<file path="config.mk">
export PLATFORM = sky130hd
export DESIGN_NAME = slip_and6_term_drv_flat
export DESIGN_NICKNAME = d
export VERILOG_FILES = /design/src/rtl/slip_term_pkg.sv /design/src/rtl/slip_and6_term_drv_if.sv /design/src/rtl/slip_dn_counter.sv /design/src/rtl/slip_and6_term_drv.sv /design/src/flat_wrapper.sv
export SDC_FILE = /design/constraint.sdc
export NUM_CORES = 1
export LEC_CHECK = 0
export BUFFER_PORTS_ARGS = -buffer_cell sky130_fd_sc_hd__buf_2
export CORE_AREA = 5 5 90 92
export CTS_BUF_LIST = sky130_fd_sc_hd__clkbuf_8
export DETAILED_ROUTE_END_ITERATION = 8
export DIE_AREA = 0 0 95 97
export PLACE_DENSITY = 0.49
export SYNTH_ARGS = -nofsm -noshare
export SYNTH_HDL_FRONTEND = slang
export SYNTH_HIERARCHICAL = 1
export SYNTH_SLANG_ARGS = --single-unit
</file>
<file path="constraint.sdc">
create_clock -name MasterClock -period 2.15 [get_ports MasterClock]
set_clock_uncertainty 0.05 [all_clocks]
set_input_delay 0 -clock MasterClock [delete_from_list [all_inputs] [get_ports MasterClock]]
set_output_delay 0 -clock MasterClock [all_outputs]
set_load 0.02 [all_outputs]
</file>
<file path="src/rtl/slip_term_pkg.sv">
// Shared types and sizes for the six-term AND qualify source sequencer.
package slip_term_pkg;

  localparam int N_TERMS = 6;  // must match the downstream AND6 decode width
  localparam int STEP_W  = 4;  // StepLen width (gap between raises, minus 1)
  localparam int HOLD_W  = 8;  // HoldLen width (all-high window length)

  typedef logic [N_TERMS-1:0] term_vec_t;

  typedef enum logic [2:0] {
    IDLE,
    RAMP,
    HOLD,
    FALL,
    DONE
  } state_t;

  // A zero-length window would never let the decode fire, so 0 means 1.
  function automatic logic [HOLD_W-1:0] norm_hold(input logic [HOLD_W-1:0] len);
    return (len == '0) ? HOLD_W'(1) : len;
  endfunction

endpackage

</file>
<file path="src/rtl/slip_and6_term_drv_if.sv">
// Control/status bundle between the register bank (master) and the term driver (slave).
interface slip_and6_term_drv_if;
  import slip_term_pkg::*;

  logic              Req;
  logic              Abort;
  logic [STEP_W-1:0] StepLen;
  logic [HOLD_W-1:0] HoldLen;
  term_vec_t         Terms;
  logic              AllHigh;
  logic              Busy;
  logic              Ack;
  logic              Aborted;

  modport master (
    output Req, Abort, StepLen, HoldLen,
    input  Terms, AllHigh, Busy, Ack, Aborted
  );

  modport slave (
    input  Req, Abort, StepLen, HoldLen,
    output Terms, AllHigh, Busy, Ack, Aborted
  );

endinterface

</file>
<file path="src/rtl/slip_dn_counter.sv">
// Loadable down-counter with zero flag; stops at zero instead of wrapping.
module slip_dn_counter #(
  parameter int W = 4
) (
  input  logic         i_clk,
  input  logic         i_rst_n,
  input  logic         i_load,
  input  logic [W-1:0] i_load_val,
  input  logic         i_dec,
  output logic [W-1:0] o_count,
  output logic         o_zero
);

  logic [W-1:0] r_count;

  // Load has priority over decrement; holding at zero keeps a stray decrement harmless.
  always_ff @(posedge i_clk or negedge i_rst_n) begin
    if (!i_rst_n) begin
      r_count <= '0;
    end else if (i_load) begin
      r_count <= i_load_val;
    end else if (i_dec && (r_count != '0)) begin
      r_count <= r_count - 1'b1;
    end
  end

  assign o_count = r_count;
  assign o_zero  = (r_count == '0);

endmodule

</file>
<file path="src/rtl/slip_and6_term_drv.sv">
// Term driver: raises six AND terms in order, holds the all-high window, then drops them.
module slip_and6_term_drv
  import slip_term_pkg::*;
(
  input  logic                 MasterClock,
  input  logic                 ResetL,
  slip_and6_term_drv_if.slave  bus
);

  state_t            r_state;
  term_vec_t         r_terms;
  logic              r_all_high;
  logic              r_busy;
  logic              r_ack;
  logic              r_aborted;
  logic [STEP_W-1:0] r_step_len;

  logic              w_accept;
  logic              w_step_load;
  logic [STEP_W-1:0] w_step_val;
  logic              w_step_zero;
  logic [STEP_W-1:0] w_step_count_unused;
  logic [HOLD_W-1:0] w_hold_count;
  logic              w_hold_zero;
  logic              w_hold_last;
  term_vec_t         w_terms_shift;

  // A start needs Req in IDLE without a simultaneous Abort.
  assign w_accept      = (r_state == IDLE) && bus.Req && !bus.Abort;
  // Terms are a thermometer: shift a one in from the A end.
  assign w_terms_shift = {r_terms[N_TERMS-2:0], 1'b1};

  // Step counter: loaded from the port on accept, reloaded from the captured length on each raise.
  assign w_step_load = w_accept || ((r_state == RAMP) && w_step_zero);
  assign w_step_val  = (r_state == IDLE) ? bus.StepLen : r_step_len;

  slip_dn_counter #(.W(STEP_W)) u_step_cnt (
    .i_clk      (MasterClock),
    .i_rst_n    (ResetL),
    .i_load     (w_step_load),
    .i_load_val (w_step_val),
    .i_dec      (r_state == RAMP),
    .o_count    (w_step_count_unused),
    .o_zero     (w_step_zero)
  );

  // Hold counter: loaded on accept and left untouched through RAMP, so it
  // already holds the window length when HOLD is entered.
  slip_dn_counter #(.W(HOLD_W)) u_hold_cnt (
    .i_clk      (MasterClock),
    .i_rst_n    (ResetL),
    .i_load     (w_accept),
    .i_load_val (norm_hold(bus.HoldLen)),
    .i_dec      (r_state == HOLD),
    .o_count    (w_hold_count),
    .o_zero     (w_hold_zero)
  );

  // The zero check only guards against a count that should never reach HOLD.
  assign w_hold_last = (w_hold_count == HOLD_W'(1)) || w_hold_zero;

  // Sequencer: every output is registered here so the decode sees clean edges.
  always_ff @(posedge MasterClock or negedge ResetL) begin
    if (!ResetL) begin
      r_state    <= IDLE;
      r_terms    <= '0;
      r_all_high <= 1'b0;
      r_busy     <= 1'b0;
      r_ack      <= 1'b0;
      r_aborted  <= 1'b0;
      r_step_len <= '0;
    end else begin
      r_ack     <= 1'b0;
      r_aborted <= 1'b0;
      case (r_state)
        IDLE: begin
          if (w_accept) begin
            r_state    <= RAMP;
            r_terms    <= term_vec_t'(1);
            r_step_len <= bus.StepLen;
            r_busy     <= 1'b1;
          end
        end
        RAMP: begin
          if (bus.Abort) begin
            r_state    <= DONE;
            r_terms    <= '0;
            r_all_high <= 1'b0;
            r_aborted  <= 1'b1;
          end else if (w_step_zero) begin
            r_terms    <= w_terms_shift;
            r_all_high <= &w_terms_shift;
            if (r_terms[N_TERMS-2]) begin
              r_state <= HOLD;
            end
          end
        end
        HOLD: begin
          if (bus.Abort) begin
            r_state    <= DONE;
            r_terms    <= '0;
            r_all_high <= 1'b0;
            r_aborted  <= 1'b1;
          end else if (w_hold_last) begin
            r_state    <= FALL;
            r_terms    <= '0;
            r_all_high <= 1'b0;
          end
        end
        FALL: begin
          r_state <= DONE;
          r_ack   <= 1'b1;
        end
        DONE: begin
          r_state <= IDLE;
          r_busy  <= 1'b0;
        end
        default: begin
          r_state    <= IDLE;
          r_terms    <= '0;
          r_all_high <= 1'b0;
          r_busy     <= 1'b0;
        end
      endcase
    end
  end

  assign bus.Terms   = r_terms;
  assign bus.AllHigh = r_all_high;
  assign bus.Busy    = r_busy;
  assign bus.Ack     = r_ack;
  assign bus.Aborted = r_aborted;

endmodule

</file>
<file path="src/flat_wrapper.sv">
// flat-port wrapper written by rule: the top's interface ports become plain ports
module slip_and6_term_drv_flat import slip_term_pkg::*;
  (MasterClock, ResetL, bus_Req, bus_Abort, bus_StepLen, bus_HoldLen, bus_Terms, bus_AllHigh, bus_Busy, bus_Ack, bus_Aborted);
  slip_and6_term_drv_if bus_i ();
  input  logic MasterClock;
  input  logic ResetL;
  input wire logic [$bits(bus_i.Req)-1:0] bus_Req;
  input wire logic [$bits(bus_i.Abort)-1:0] bus_Abort;
  input wire logic [$bits(bus_i.StepLen)-1:0] bus_StepLen;
  input wire logic [$bits(bus_i.HoldLen)-1:0] bus_HoldLen;
  output wire logic [$bits(bus_i.Terms)-1:0] bus_Terms;
  output wire logic [$bits(bus_i.AllHigh)-1:0] bus_AllHigh;
  output wire logic [$bits(bus_i.Busy)-1:0] bus_Busy;
  output wire logic [$bits(bus_i.Ack)-1:0] bus_Ack;
  output wire logic [$bits(bus_i.Aborted)-1:0] bus_Aborted;
  assign bus_i.Req = bus_Req;
  assign bus_i.Abort = bus_Abort;
  assign bus_i.StepLen = bus_StepLen;
  assign bus_i.HoldLen = bus_HoldLen;
  assign bus_Terms = bus_i.Terms;
  assign bus_AllHigh = bus_i.AllHigh;
  assign bus_Busy = bus_i.Busy;
  assign bus_Ack = bus_i.Ack;
  assign bus_Aborted = bus_i.Aborted;
  slip_and6_term_drv u_core (.MasterClock(MasterClock), .ResetL(ResetL), .bus(bus_i));
endmodule
</file>
== Word-level counts from Yosys, hierarchy flattened ==
Index checks and enable logic that the tools add are counted.
Storage, ports and cells
  register bits: 29
  input port bits: 16
  output and inout port bits: 10
  logic and storage cells: 78
Cells by class
  add/subtract/negate cells: 2
  equal/unequal tests: 9
  muxes and demuxes: 29
  bitwise operators: 3
  reduce and logical (&&, ||, !) cells: 26
Operators by type and width (number)
  two-way mux 6 bit: 5
  two-way mux 8 bit: 3
  case mux 6 bit (4 select lines): 1
  two-way mux 3 bit: 6
  logical NOT 8 bit: 2
  two-way mux 4 bit: 3
  case mux 3 bit (4 select lines): 1
  != test 3 x 2 -> 1 bit (second input constant): 3
  equality test 8 x 1 -> 1 bit (second input constant): 1
  two-way mux 1 bit: 8
  AND reduction 4 bit: 2
  nonzero test 8 bit: 1
  subtractor 8 x 1 -> 8 bit (second input constant): 1
  equality test 3 x 2 -> 1 bit (second input constant): 2
  OR reduction 3 bit: 2
  logical AND 1 bit: 5
  AND reduction 5 bit: 1
  logical NOT 4 bit: 1
  AND reduction 2 bit: 2
  nonzero test 2 bit: 2
  nonzero test 4 bit: 1
  OR reduction 2 bit: 2
  subtractor 4 x 1 -> 4 bit (second input constant): 1
  equality test 3 x 1 -> 1 bit (second input constant): 1
  other kinds (9): 12

== Depth between registers and ports, before layout ==
Gate-level depths: netlist (run 1).
  word-level depth: 5
  gate-level depth with buffers: 8
  mapped depth without buffers: 8

== By module ==
Netlist (run 1), hierarchy kept.
By module, submodules not included
  slip_and6_term_drv: times used 1, cells each 94, area an instance 937.1 um^2, seq. area each 425.4 um^2
  slip_dn_counter at u_core.u_hold_cnt: times used 1, cells each 58, area an instance 528.0 um^2, seq. area each 200.2 um^2
  slip_dn_counter at u_core.u_step_cnt: times used 1, cells each 27, area an instance 270.3 um^2, seq. area each 100.1 um^2

== Worst setup path before layout (run 1) ==
OpenSTA, ideal clock, no wires.
  path kind: reg-to-reg
  start point: register u_core.r_state[1]
  end point: register u_core.u_hold_cnt.r_count[7], in the netlist u_core/u_hold_cnt/o_count[7]
  library setup time: 0.126 ns
  arrival time: 2.053 ns
  data required time: 1.974 ns
  path slack: -0.079 ns
  stages on the path, launching flop included: 6
  buffers on the path: 1
  clock period less this slack: 2.229 ns
  cells stage by stage: dfrtp_1 clkbuf_1 nor3b_1 or3b_1 o311a_1 a221o_1
Between the ends
  word-level cells in the longest chain between the ends: 4
  elaborated cells on any way between the ends: 7
  classes of those cells: 1 x eq/ne; 1 x mux; 5 x reduce/logical
RTL lines
  from (decl): RTL line slip_and6_term_drv.sv:10  | state_t r_state;
  from (signal assigned): RTL line slip_and6_term_drv.sv:65  | r_state <= IDLE;
  from (signal assigned): RTL line slip_and6_term_drv.sv:78  | r_state <= RAMP;
  from (signal assigned): RTL line slip_and6_term_drv.sv:86  | r_state <= DONE;
  logical NOT 3 bit: RTL line slip_and6_term_drv.sv:29  | assign w_accept = (r_state == IDLE) && bus.Req && !bus.Abort;
  logical AND 1 bit (2 in a row): RTL line slip_and6_term_drv.sv:29
  two-way mux 8 bit or nonzero test 2 bit (tied branches)
  to (signal assigned): RTL line slip_dn_counter.sv:21  | r_count <= i_load_val;
  to (signal assigned): RTL line slip_dn_counter.sv:23  | r_count <= r_count - 1'b1;
  to (decl): RTL line slip_dn_counter.sv:14  | logic [W-1:0] r_count;
Several ways; a longest one is shown, not always the timed one.
A chain may end at the register's enable or synchronous reset.

== Worst setup path in the final report (run 1) ==
  start point: register u_core.u_hold_cnt.r_count[1], in the netlist u_core/u_hold_cnt/o_count[1]
  end point: register u_core.r_terms[2], in the netlist u_core/bus.Terms[2]
Between the ends
  word-level cells in the longest chain between the ends: 4
  elaborated cells on any way between the ends: 5
  classes of those cells: 2 x eq/ne; 3 x reduce/logical
RTL lines
  logical NOT 8 bit: RTL line slip_dn_counter.sv:28  | assign o_zero = (r_count == '0);
  named net u_core.w_hold_zero: RTL line slip_and6_term_drv.sv:24  | logic w_hold_zero;
  logical OR 1 bit: RTL line slip_and6_term_drv.sv:60  | assign w_hold_last = (w_hold_count == HOLD_W'(1)) || w_hold_zero;
  != test 3 x 2 -> 1 bit (no line)
  AND reduction 4 bit (no line)
  to (signal assigned): RTL line slip_and6_term_drv.sv:79  | r_terms <= term_vec_t'(1);
  to (signal assigned): RTL line slip_and6_term_drv.sv:91  | r_terms <= w_terms_shift;
  to (decl): RTL line slip_and6_term_drv.sv:11  | term_vec_t r_terms;
The timed path passes the listed nets, and every way through them passes these cells.

==> reports/qor.yml, run 1 <==
setup_path:
  r2r_start: "u_core/u_hold_cnt/o_count[1]$_DFFE_PN0P_"
  end_kind: "flop"
  critPathKind: "reg -> reg"
  crit_chain: "inv_1 > ha_1 > or3b_4 > nor2_2 > nand2b_1 > a211o_1 > o211ai_4 > buf_4 > mux2i_1"
  r2r_slack_ns: 0.18
  cpPeakStageDelay_ns: 0.40
  worstRegToRegCells: 9
  worstPathArrival_ns: 2.08
  cp.required_ns: 2.27
  slowest_stage: "or3b_4"
  crit_fanout: 5
  startpoint_type: "flop"
  reg2reg_to: "u_core/bus.Terms[2]$_DFFE_PN0P_"
status:
  status: "complete, no violations"
cells_and_area:
  diodes: 0
  area_growth_pct: 31.8
  seq_area_um2: 726
  stdcell_area_mm2: 0.00229
  drive_gt1_frac: 0.300
  fill_cells: 762
  nNetsFinal: 249
  multi_input_comb_area_um2: 901
power:
  power_density_mw_per_mm2: 893
  p_switching_uw: 701
  clockPowerShare: 0.222
  total_power_uw: 2040
  p_comb_frac: 0.387
  leakagePower_uw: 0.00100
  internal_power_uw: 1340
  power_frac_seq: 0.391
  irDropWorstVdd_mv: 0.311
  swShare: 0.343
detailed_routing:
  drt_first_pass_iters: 4
  vias: 1513
  drt-initial-drc-count: 56
  ant_nets: 0
  drc: 0
  route.detailed.vias_per_inst: 4.60
  totalWireLength_um: 4260
  post_drt_wl_per_cell_um: 12.9
floorplanning:
  die_area_mm2: 0.00922
  fp.dieW_um: 95
  io_pins: 26
  num_rows: 31
  die_y_um: 97
  start_util: 0.243
  core_mm2: 0.00714
clock_network:
  htreeDepth: 2
  cts-root-buf: "clkbuf_8"
  cts.clk_slew.worst_paths_ns: 0.06
  clkSinkCount: 29
  clk_latency_ns: 0.29
  cts_buffer_depth: 2
  cts_buffers: 5
  cts_tree: "built"
synth:
  synth_edf_count: 0
  netlist_instances: 179
  synth_flop_cell: "dfrtp_1"
  async_flop_share: 1.00
  synth_largest_area_cell: "dfrtp_1"
  synth_fp_nets: 198
  yosysWarnings: 6
  synth.distinct_cells: 57
  avgSynthCellArea_um2: 9.70
  synth_top_area_frac: 0.418
  yosysMostFrequentCell: "dfrtp_1"
  synthTopCellsByCount: "29 x dfrtp_1, 14 x nand2_1, 12 x inv_1"
  synth_seq_cells: 29
  syn_area_mm2: 0.00174
  yosysSeqAreaShare: 0.418
  yosys-top-cells-area: "dfrtp_1 42%, mux2_2 5.2%, nand2_1 3.0%, mux2i_1 2.9%, nor3_1 2.6%"
sta:
  finalSetupViolCount: 0
  drv_slew: 0
  fmax_mhz: 508
  tns_ns: 0
  holdWs_ns: 0.000593
  rsz0062_at_grt: "false"
  finalHoldViolCount: 0
  final.period_utilization: 0.915
  period_needed_ns: 1.97
  max_slew_margin: 0.521
  worst_pin_slew_ns: 0.718
global_routing:
  grt_pass1_wl_um: 7430
  grt_pass1_vias: 1547
  grt_start_max_net_pins: 30
  grt_overflow: 0
  globalRouteTotalUtil: 0.102
  antenna_found_initial: 0
hold_path:
  min_from: "bus_HoldLen[0]"
  holdPathEnd: "u_core/u_hold_cnt/o_count[0]$_DFFE_PN0P_"
  hold_path_class: "in -> reg"
  whs_path_depth: 4
place:
  placed_area_mm2: 0.00207
  io_buffers: 25
  gp_congestion: 0.795
  hpwl_um: 3060
job:
  maxCapViolCount: 0
power groups by stage:
stage / Clock, uW / Combinational, uW / Sequential [uW]
floorplan: 0 / 480 / 827
global placement: 0 / 764 / 812
detailed placement: 0 / 770 / 810
CTS: 471 / 793 / 801
global route: 494 / 882 / 830
finish: 454 / 790 / 799
through the flow:
step           setup WS, ns  instances  utilization
6_report              0.183        329        0.320
3_5_place_dp         0.0376        309        0.289
4_1_cts              0.0295        329        0.320
5_1_grt              0.0253        329        0.320
2_1_floorplan        0.0420        179            -
3_3_place_gp         0.0904        309        0.289
registers in the layout, indices dropped and copies added, names as in the netlist:
| signal | flops |
|---|---|
| u_core/bus.Aborted | 1 |
| u_core/u_hold_cnt/o_count | 8 |
| u_core/bus.Ack | 1 |
| u_core/u_step_cnt/o_count | 4 |
| u_core/bus.AllHigh | 1 |
| u_core/r_state | 3 |
| u_core/r_step_len | 4 |
| u_core/bus.Terms | 6 |
| u_core/bus.Busy | 1 |
cells in the final DEF (no fill, tap or decap), types with 8 or more instances in the layout:
| master | synthesis | layout |
|---|---|---|
| dfrtp_1 | 29 | 29 |
| buf_2 | 2 | 25 |
| buf_4 | 0 | 19 |
| nand2_1 | 14 | 14 |
| inv_1 | 12 | 13 |
| dlygate4sd3_1 | 0 | 13 |
| nor3_1 | 9 | 9 |
| mux2_2 | 8 | 8 |
worst max-delay path, delay by kind of cell, from the launching register on:
| family | cells | cell delay, ns |
|---|---|---|
| flops | 1 | 0.37 |
| fa+ha+maj | 1 | 0.16 |
| simple gates | 3 | 0.64 |
| mux | 1 | 0.12 |
| compound gates | 2 | 0.25 |
| buf+inv | 2 | 0.26 |
final cells by class:
class                           count  area share
Clock buffer                        6      0.0361
Clock inverter                      1     0.00164
Tap cell                           99      0.0542
Timing Repair Buffer               57       0.174
Multi-Input combinational cell    123       0.394
Sequential cell                    29       0.317
Inverter                           14      0.0230
cell families after synthesis:
| group | share of synthesized area |
|---|---|
| compound gates | 0.166 |
| fa+ha+maj | 0.0216 |
| xor+xnor | 0.00505 |
| simple gates | 0.231 |
| flops | 0.418 |
| buf+inv | 0.0685 |
| mux | 0.0894 |
timing repair:
item	4_1_cts	5_1_grt
endpoints found under the setup margin	0	6
hold buffers	13	0
setup buffers	0	0
resized for setup	0	2
endpoints found under the hold margin	41	0
how the worst max path moves through the flow:
stage | from | endpoint | slack [ns]
2_1_floorplan | u_core/u_hold_cnt/o_count[0]$_DFFE_PN0P_ | u_core/bus.Terms[0]$_DFFE_PN0P_ | 0.04
3_3_place_gp | u_core/u_hold_cnt/o_count[0]$_DFFE_PN0P_ | u_core/bus.Terms[0]$_DFFE_PN0P_ | 0.09
3_5_place_dp | u_core/u_hold_cnt/o_count[1]$_DFFE_PN0P_ | u_core/bus.Terms[2]$_DFFE_PN0P_ | 0.04
4_1_cts | u_core/u_hold_cnt/o_count[1]$_DFFE_PN0P_ | u_core/bus.Terms[2]$_DFFE_PN0P_ | 0.03
5_1_grt | u_core/r_state[0]$_DFFE_PN0P_ | u_core/u_hold_cnt/o_count[1]$_DFFE_PN0P_ | 0.03
6_report | u_core/u_hold_cnt/o_count[1]$_DFFE_PN0P_ | u_core/bus.Terms[2]$_DFFE_PN0P_ | 0.18
per-layer routing:
layer,GRT usage,share of wire,routed length [um]
met2,0.154,0.46,1940
met4,0.0433,0.014,58
met1,0.137,0.49,2080
met5,0,0,0
met3,0.0256,0.043,183
Note: power is estimated with default switching activity, not from simulation.
==> inputs of run 2 (changes only) <==
--- a/config.mk
+++ b/config.mk
@@ -6,10 +6,10 @@
 export NUM_CORES = 1
 export LEC_CHECK = 0
 export BUFFER_PORTS_ARGS = -buffer_cell sky130_fd_sc_hd__buf_2
-export CORE_AREA = 5 5 90 92
+export CORE_AREA = 4 4 89 91
 export CTS_BUF_LIST = sky130_fd_sc_hd__clkbuf_8
 export DETAILED_ROUTE_END_ITERATION = 8
-export DIE_AREA = 0 0 95 97
+export DIE_AREA = 0 0 93 95
 export PLACE_DENSITY = 0.49
 export SYNTH_ARGS = -nofsm -noshare
 export SYNTH_HDL_FRONTEND = slang
==> reports/qor.yml, run 2 (synthesis gave the netlist of run 1 again) <==
clock_network:
  cts_tree: "built"
  clk_latency_ns: 0.29
  cts_buffers: 5
  htreeDepth: 2
  cts.clk_slew.worst_paths_ns: 0.08
  cts-root-buf: "clkbuf_8"
  clkSinkCount: 29
  cts_buffer_depth: 2
detailed_routing:
  route.detailed.vias_per_inst: 4.59
  ant_nets: 0
  totalWireLength_um: 4230
  post_drt_wl_per_cell_um: 12.6
  drt-initial-drc-count: 49
  drt_first_pass_iters: 4
  drc: 0
  vias: 1536
sta:
  drv_slew: 0
  fmax_mhz: 507
  max_slew_margin: 0.517
  final.period_utilization: 0.917
  finalHoldViolCount: 0
  finalSetupViolCount: 0
  period_needed_ns: 1.97
  rsz0062_at_grt: "false"
  tns_ns: 0
  worst_pin_slew_ns: 0.725
place:
  gp_congestion: 0.785
  io_buffers: 25
  hpwl_um: 3090
job:
  maxCapViolCount: 0
setup_path:
  crit_chain: "inv_1 > ha_1 > or3b_4 > nor2_2 > nand2b_1 > a211o_1 > o211ai_4 > buf_4 > mux2i_1"
  cp.required_ns: 2.27
  end_kind: "flop"
  crit_fanout: 5
  startpoint_type: "flop"
  r2r_start: "u_core/u_hold_cnt/o_count[1]$_DFFE_PN0P_"
  critPathKind: "reg -> reg"
  worstPathArrival_ns: 2.09
  slowest_stage: "or3b_4"
  worstSetupStartpoint: "u_core/u_hold_cnt/o_count[1]$_DFFE_PN0P_"
  cpPeakStageDelay_ns: 0.40
cells_and_area:
  area_growth_pct: 34.0
  multi_input_comb_area_um2: 901
  nNetsFinal: 254
  fill_cells: 779
  largest_reg_flops: 8
  seq_area_um2: 726
  final_common_cell: "dfrtp_1"
  final_cell_mix: "29 x dfrtp_1, 25 x buf_2, 22 x buf_4"
  diodes: 0
  drive_gt1_frac: 0.309
floorplanning:
  num_rows: 31
  die_y_um: 95
  fp.dieW_um: 93
  core_mm2: 0.00714
  start_util: 0.243
  die_area_mm2: 0.00884
  io_pins: 26
power:
  total_power_uw: 2060
  irDropWorstVdd_mv: 0.323
  power_density_mw_per_mm2: 884
  leakagePower_uw: 0.00103
global_routing:
  grt_pass1_wl_um: 7170
  globalRouteTotalUtil: 0.104
  grt_start_max_net_pins: 30
  grt_pass1_vias: 1542
  antenna_found_initial: 0
  grt_overflow: 0
hold_path:
  hold_path_class: "in -> async"
status:
  status: "complete, no violations"
-- run 2: timing repair --
item	CTS	global route
buffers inserted	0	0
hold buffers	15	0
endpoints found under the hold margin	43	0
resized for setup	0	2
setup endpoints to repair	0	6
-- run 2: report_power, final --
part | total, uW | internal, uW | switching, uW
Combinational | 813 | 426 | 387
Sequential | 795 | 683 | 112
Clock | 447 | 219 | 227
Total | 2060 | 1330 | 726
-- run 2: layout make-up --
class,count,area share
sequential,29,0.312
timing repair buffer,62,0.189
multi-input combinational,123,0.387
tap,99,0.0533
clock inverter,3,0.00592
inverter,14,0.0226
clock buffer,5,0.0296
-- run 2: per-layer routing --
metal	routed length, um	part of all wire	track usage	vias up
met5	0	0	0	-
met4	89	0.021	0.0549	0
met3	152	0.036	0.0199	7
met2	1960	0.46	0.164	24
met1	2030	0.48	0.134	736
li1	-	-	-	769
-- run 2: critical path, delay by kind of cell (launching register included) --
| family | cells | cell delay [ns] |
|---|---|---|
| flops | 1 | 0.38 |
| compound gates | 2 | 0.25 |
| buf+inv | 2 | 0.26 |
| simple gates | 3 | 0.64 |
| mux | 1 | 0.12 |
| fa+ha+maj | 1 | 0.16 |
-- run 2: final timing paths --
path / end / slack (ns) / cells past startpoint
max: u_core/bus.Terms[5]$_DFFE_PN0P_ / 0.18 / 9
min: u_core/u_hold_cnt/o_count[7]$_DFFE_PN0P_ / 0.24 / 2
max reg2reg: u_core/bus.Terms[5]$_DFFE_PN0P_ / 0.18 / 9
min reg2reg: u_core/bus.Busy$_DFFE_PN0P_ / 0.43 / 1
max in group asynchronous: u_core/r_step_len[0]$_DFFE_PN0P_ / 1.32 / 2
min in group MasterClock: u_core/bus.Busy$_DFFE_PN0P_ / 0.43 / 1
-- run 2: metrics by stage --
step / utilization / cell area (um^2) / hold WS, ns / std cells / setup slack, ns
floorplan: - / 1740 / -0.346 / 179 / 0.0420
global placement: 0.293 / 2090 / 0.0502 / 312 / 0.100
detailed placement: 0.293 / 2090 / 0.0553 / 312 / 0.0446
CTS: 0.325 / 2320 / 0.271 / 335 / 0.0448
global route: 0.326 / 2330 / 0.340 / 335 / 0.0192
finish: 0.326 / 2330 / 0.243 / 335 / 0.178
==> inputs of run 3 (changes only) <==
--- a/config.mk
+++ b/config.mk
@@ -6,11 +6,13 @@
 export NUM_CORES = 1
 export LEC_CHECK = 0
 export BUFFER_PORTS_ARGS = -buffer_cell sky130_fd_sc_hd__buf_2
+export CELL_PAD_IN_SITES_DETAIL_PLACEMENT = 2
+export CELL_PAD_IN_SITES_GLOBAL_PLACEMENT = 2
 export CORE_AREA = 4 4 89 91
 export CTS_BUF_LIST = sky130_fd_sc_hd__clkbuf_8
 export DETAILED_ROUTE_END_ITERATION = 8
 export DIE_AREA = 0 0 93 95
-export PLACE_DENSITY = 0.49
+export PLACE_DENSITY = 0.67
 export SYNTH_ARGS = -nofsm -noshare
 export SYNTH_HDL_FRONTEND = slang
 export SYNTH_HIERARCHICAL = 1
==> reports/qor.yml, run 3 (synthesis gave the netlist of run 1 again) <==
clock_network:
  cts_buffer_depth: 2
  clk_latency_ns: 0.29
  postCtsSetupRepairBufs: 0
  cts_tree: "built"
  cts_buffers: 5
  clkSinkCount: 29
  cts-root-buf: "clkbuf_8"
  htreeDepth: 2
  cts.clk_slew.worst_paths_ns: 0.07
cells_and_area:
  final_cell_mix: "29 x dfrtp_1, 25 x buf_2, 22 x buf_4"
  drive_gt1_frac: 0.325
  largest_reg_flops: 8
  area_growth_pct: 34.3
  final_common_cell: "dfrtp_1"
  diodes: 0
  fill_cells: 813
  stdcell_area_mm2: 0.00233
  nNetsFinal: 252
  stdcell_count: 333
place:
  placed_area_mm2: 0.00209
  io_buffers: 25
  gp_congestion: 0.768
  hpwl_um: 3810
  dp.cells: 312
  dp_slack_ns: -0.00121
floorplanning:
  die_area_mm2: 0.00884
  core_mm2: 0.00714
  io_pins: 26
  fp.dieW_um: 93
  num_rows: 31
  start_util: 0.243
  die_y_um: 95
sta:
  max_slew_margin: 0.472
  final.period_utilization: 0.933
  holdWs_ns: 0.00673
  finalSetupViolCount: 0
  finalWorstSetupSlack_ns: 0.144
  period_needed_ns: 2.01
  fmax_mhz: 499
  drv_slew: 0
  rsz0062_at_grt: "false"
  worst_pin_slew_ns: 0.785
  tns_ns: 0
  finalHoldViolCount: 0
detailed_routing:
  post_drt_wl_per_cell_um: 15.3
  vias: 1564
  ant_nets: 0
  drc: 0
  route.detailed.vias_per_inst: 4.70
  totalWireLength_um: 5090
  drt-initial-drc-count: 30
  drt_first_pass_iters: 4
status:
  status: "complete, no violations"
power:
  swShare: 0.368
  power_frac_seq: 0.385
  irDropWorstVdd_mv: 0.322
  p_switching_uw: 777
  leakagePower_uw: 0.00102
  p_comb_frac: 0.396
  power_density_mw_per_mm2: 908
  clockPowerShare: 0.218
  internal_power_uw: 1340
global_routing:
  grt_util_met3: 0.0247
  globalRouteTotalUtil: 0.130
  grt_pass1_wl_um: 8900
  top_usage_layer: "met2"
  grt_start_max_net_pins: 30
  grt_pass1_vias: 1759
  grt_overflow: 0
  use_met2: 0.220
  antenna_found_initial: 0
  met1_usage: 0.165
setup_path:
  cpPeakStageDelay_ns: 0.41
  slowest_stage: "or3b_4"
  r2r_slack_ns: 0.14
  crit_fanout: 5
  crit_chain: "inv_1 > ha_1 > or3b_4 > nor2_4 > nand2b_4 > a211o_1 > o211ai_4 > buf_4 > mux2i_1"
  startpoint_type: "flop"
  critPathKind: "reg -> reg"
  worstRegToRegCells: 9
  crit_buf_inv: 2
  worstPathArrival_ns: 2.12
  end_kind: "flop"
  cp.depth: 9
  cp.required_ns: 2.27
  crit_family: "simple AND/OR/NAND/NOR gates"
job:
  maxCapViolCount: 0
hold_path:
  hold_path_class: "in -> reg"
  whs_path_depth: 4
-- run 3: layout make-up --
type                       count  area, um^2  area share
sequential                    29         726       0.311
tap                           99         124      0.0531
multi-input combinational    123         922       0.396
clock inverter                 3        17.5     0.00751
clock buffer                   5        68.8      0.0295
inverter                      14        52.6      0.0225
timing repair buffer          60         420       0.180
-- run 3: timing repair --
action / 4_1_cts / 5_1_grt
pin swaps: 1 / 1
endpoints found under the hold margin: 41 / 0
hold buffers: 13 / 0
endpoints found under the setup margin: 6 / 9
resized for setup: 2 / 4
-- run 3: per-layer routing --
layer | wire (um) | vias up
met2 | 2580 | 18
met4 | 58 | 0
met5 | 0 | -
met1 | 2350 | 783
met3 | 111 | 5
li1 | - | 758
-- run 3: through the flow --
| step | util | power (uW) |
|---|---|---|
| 5_1_grt | 0.327 | 2300 |
| 4_1_cts | 0.324 | 2130 |
| 2_1_floorplan | - | 1310 |
| 6_report | 0.327 | 2120 |
| 3_5_place_dp | 0.293 | 1620 |
| 3_3_place_gp | 0.293 | 1590 |
-- run 3: worst paths after layout --
check,startpoint,endpoint
max,u_core/u_hold_cnt/o_count[0]$_DFFE_PN0P_,u_core/bus.Terms[1]$_DFFE_PN0P_
min in group asynchronous,ResetL,u_core/u_hold_cnt/o_count[5]$_DFFE_PN0P_
max in group asynchronous,ResetL,u_core/r_step_len[1]$_DFFE_PN0P_
max reg2reg,u_core/u_hold_cnt/o_count[0]$_DFFE_PN0P_,u_core/bus.Terms[1]$_DFFE_PN0P_
min,bus_HoldLen[0],u_core/u_hold_cnt/o_count[0]$_DFFE_PN0P_
min reg2reg,u_core/bus.Busy$_DFFE_PN0P_,u_core/bus.Busy$_DFFE_PN0P_
-- run 3: worst reg2reg max path: stages, from the launching register on --
cell and delay, ns:
dfrtp_1 0.38, inv_1 0.09, ha_1 0.16, or3b_4 0.41, nor2_4 0.11, nand2b_4 0.13, a211o_1 0.16, o211ai_4 0.09
buf_4 0.18, mux2i_1 0.12
-- run 3: power by group through the flow --
stage	Combinational, uW	Clock, uW	Sequential (uW)
final	839	462	815
after global routing	951	512	837
after CTS	837	483	808
after detailed placement	808	0	817
after global placement	782	0	809
after floorplan	480	0	827
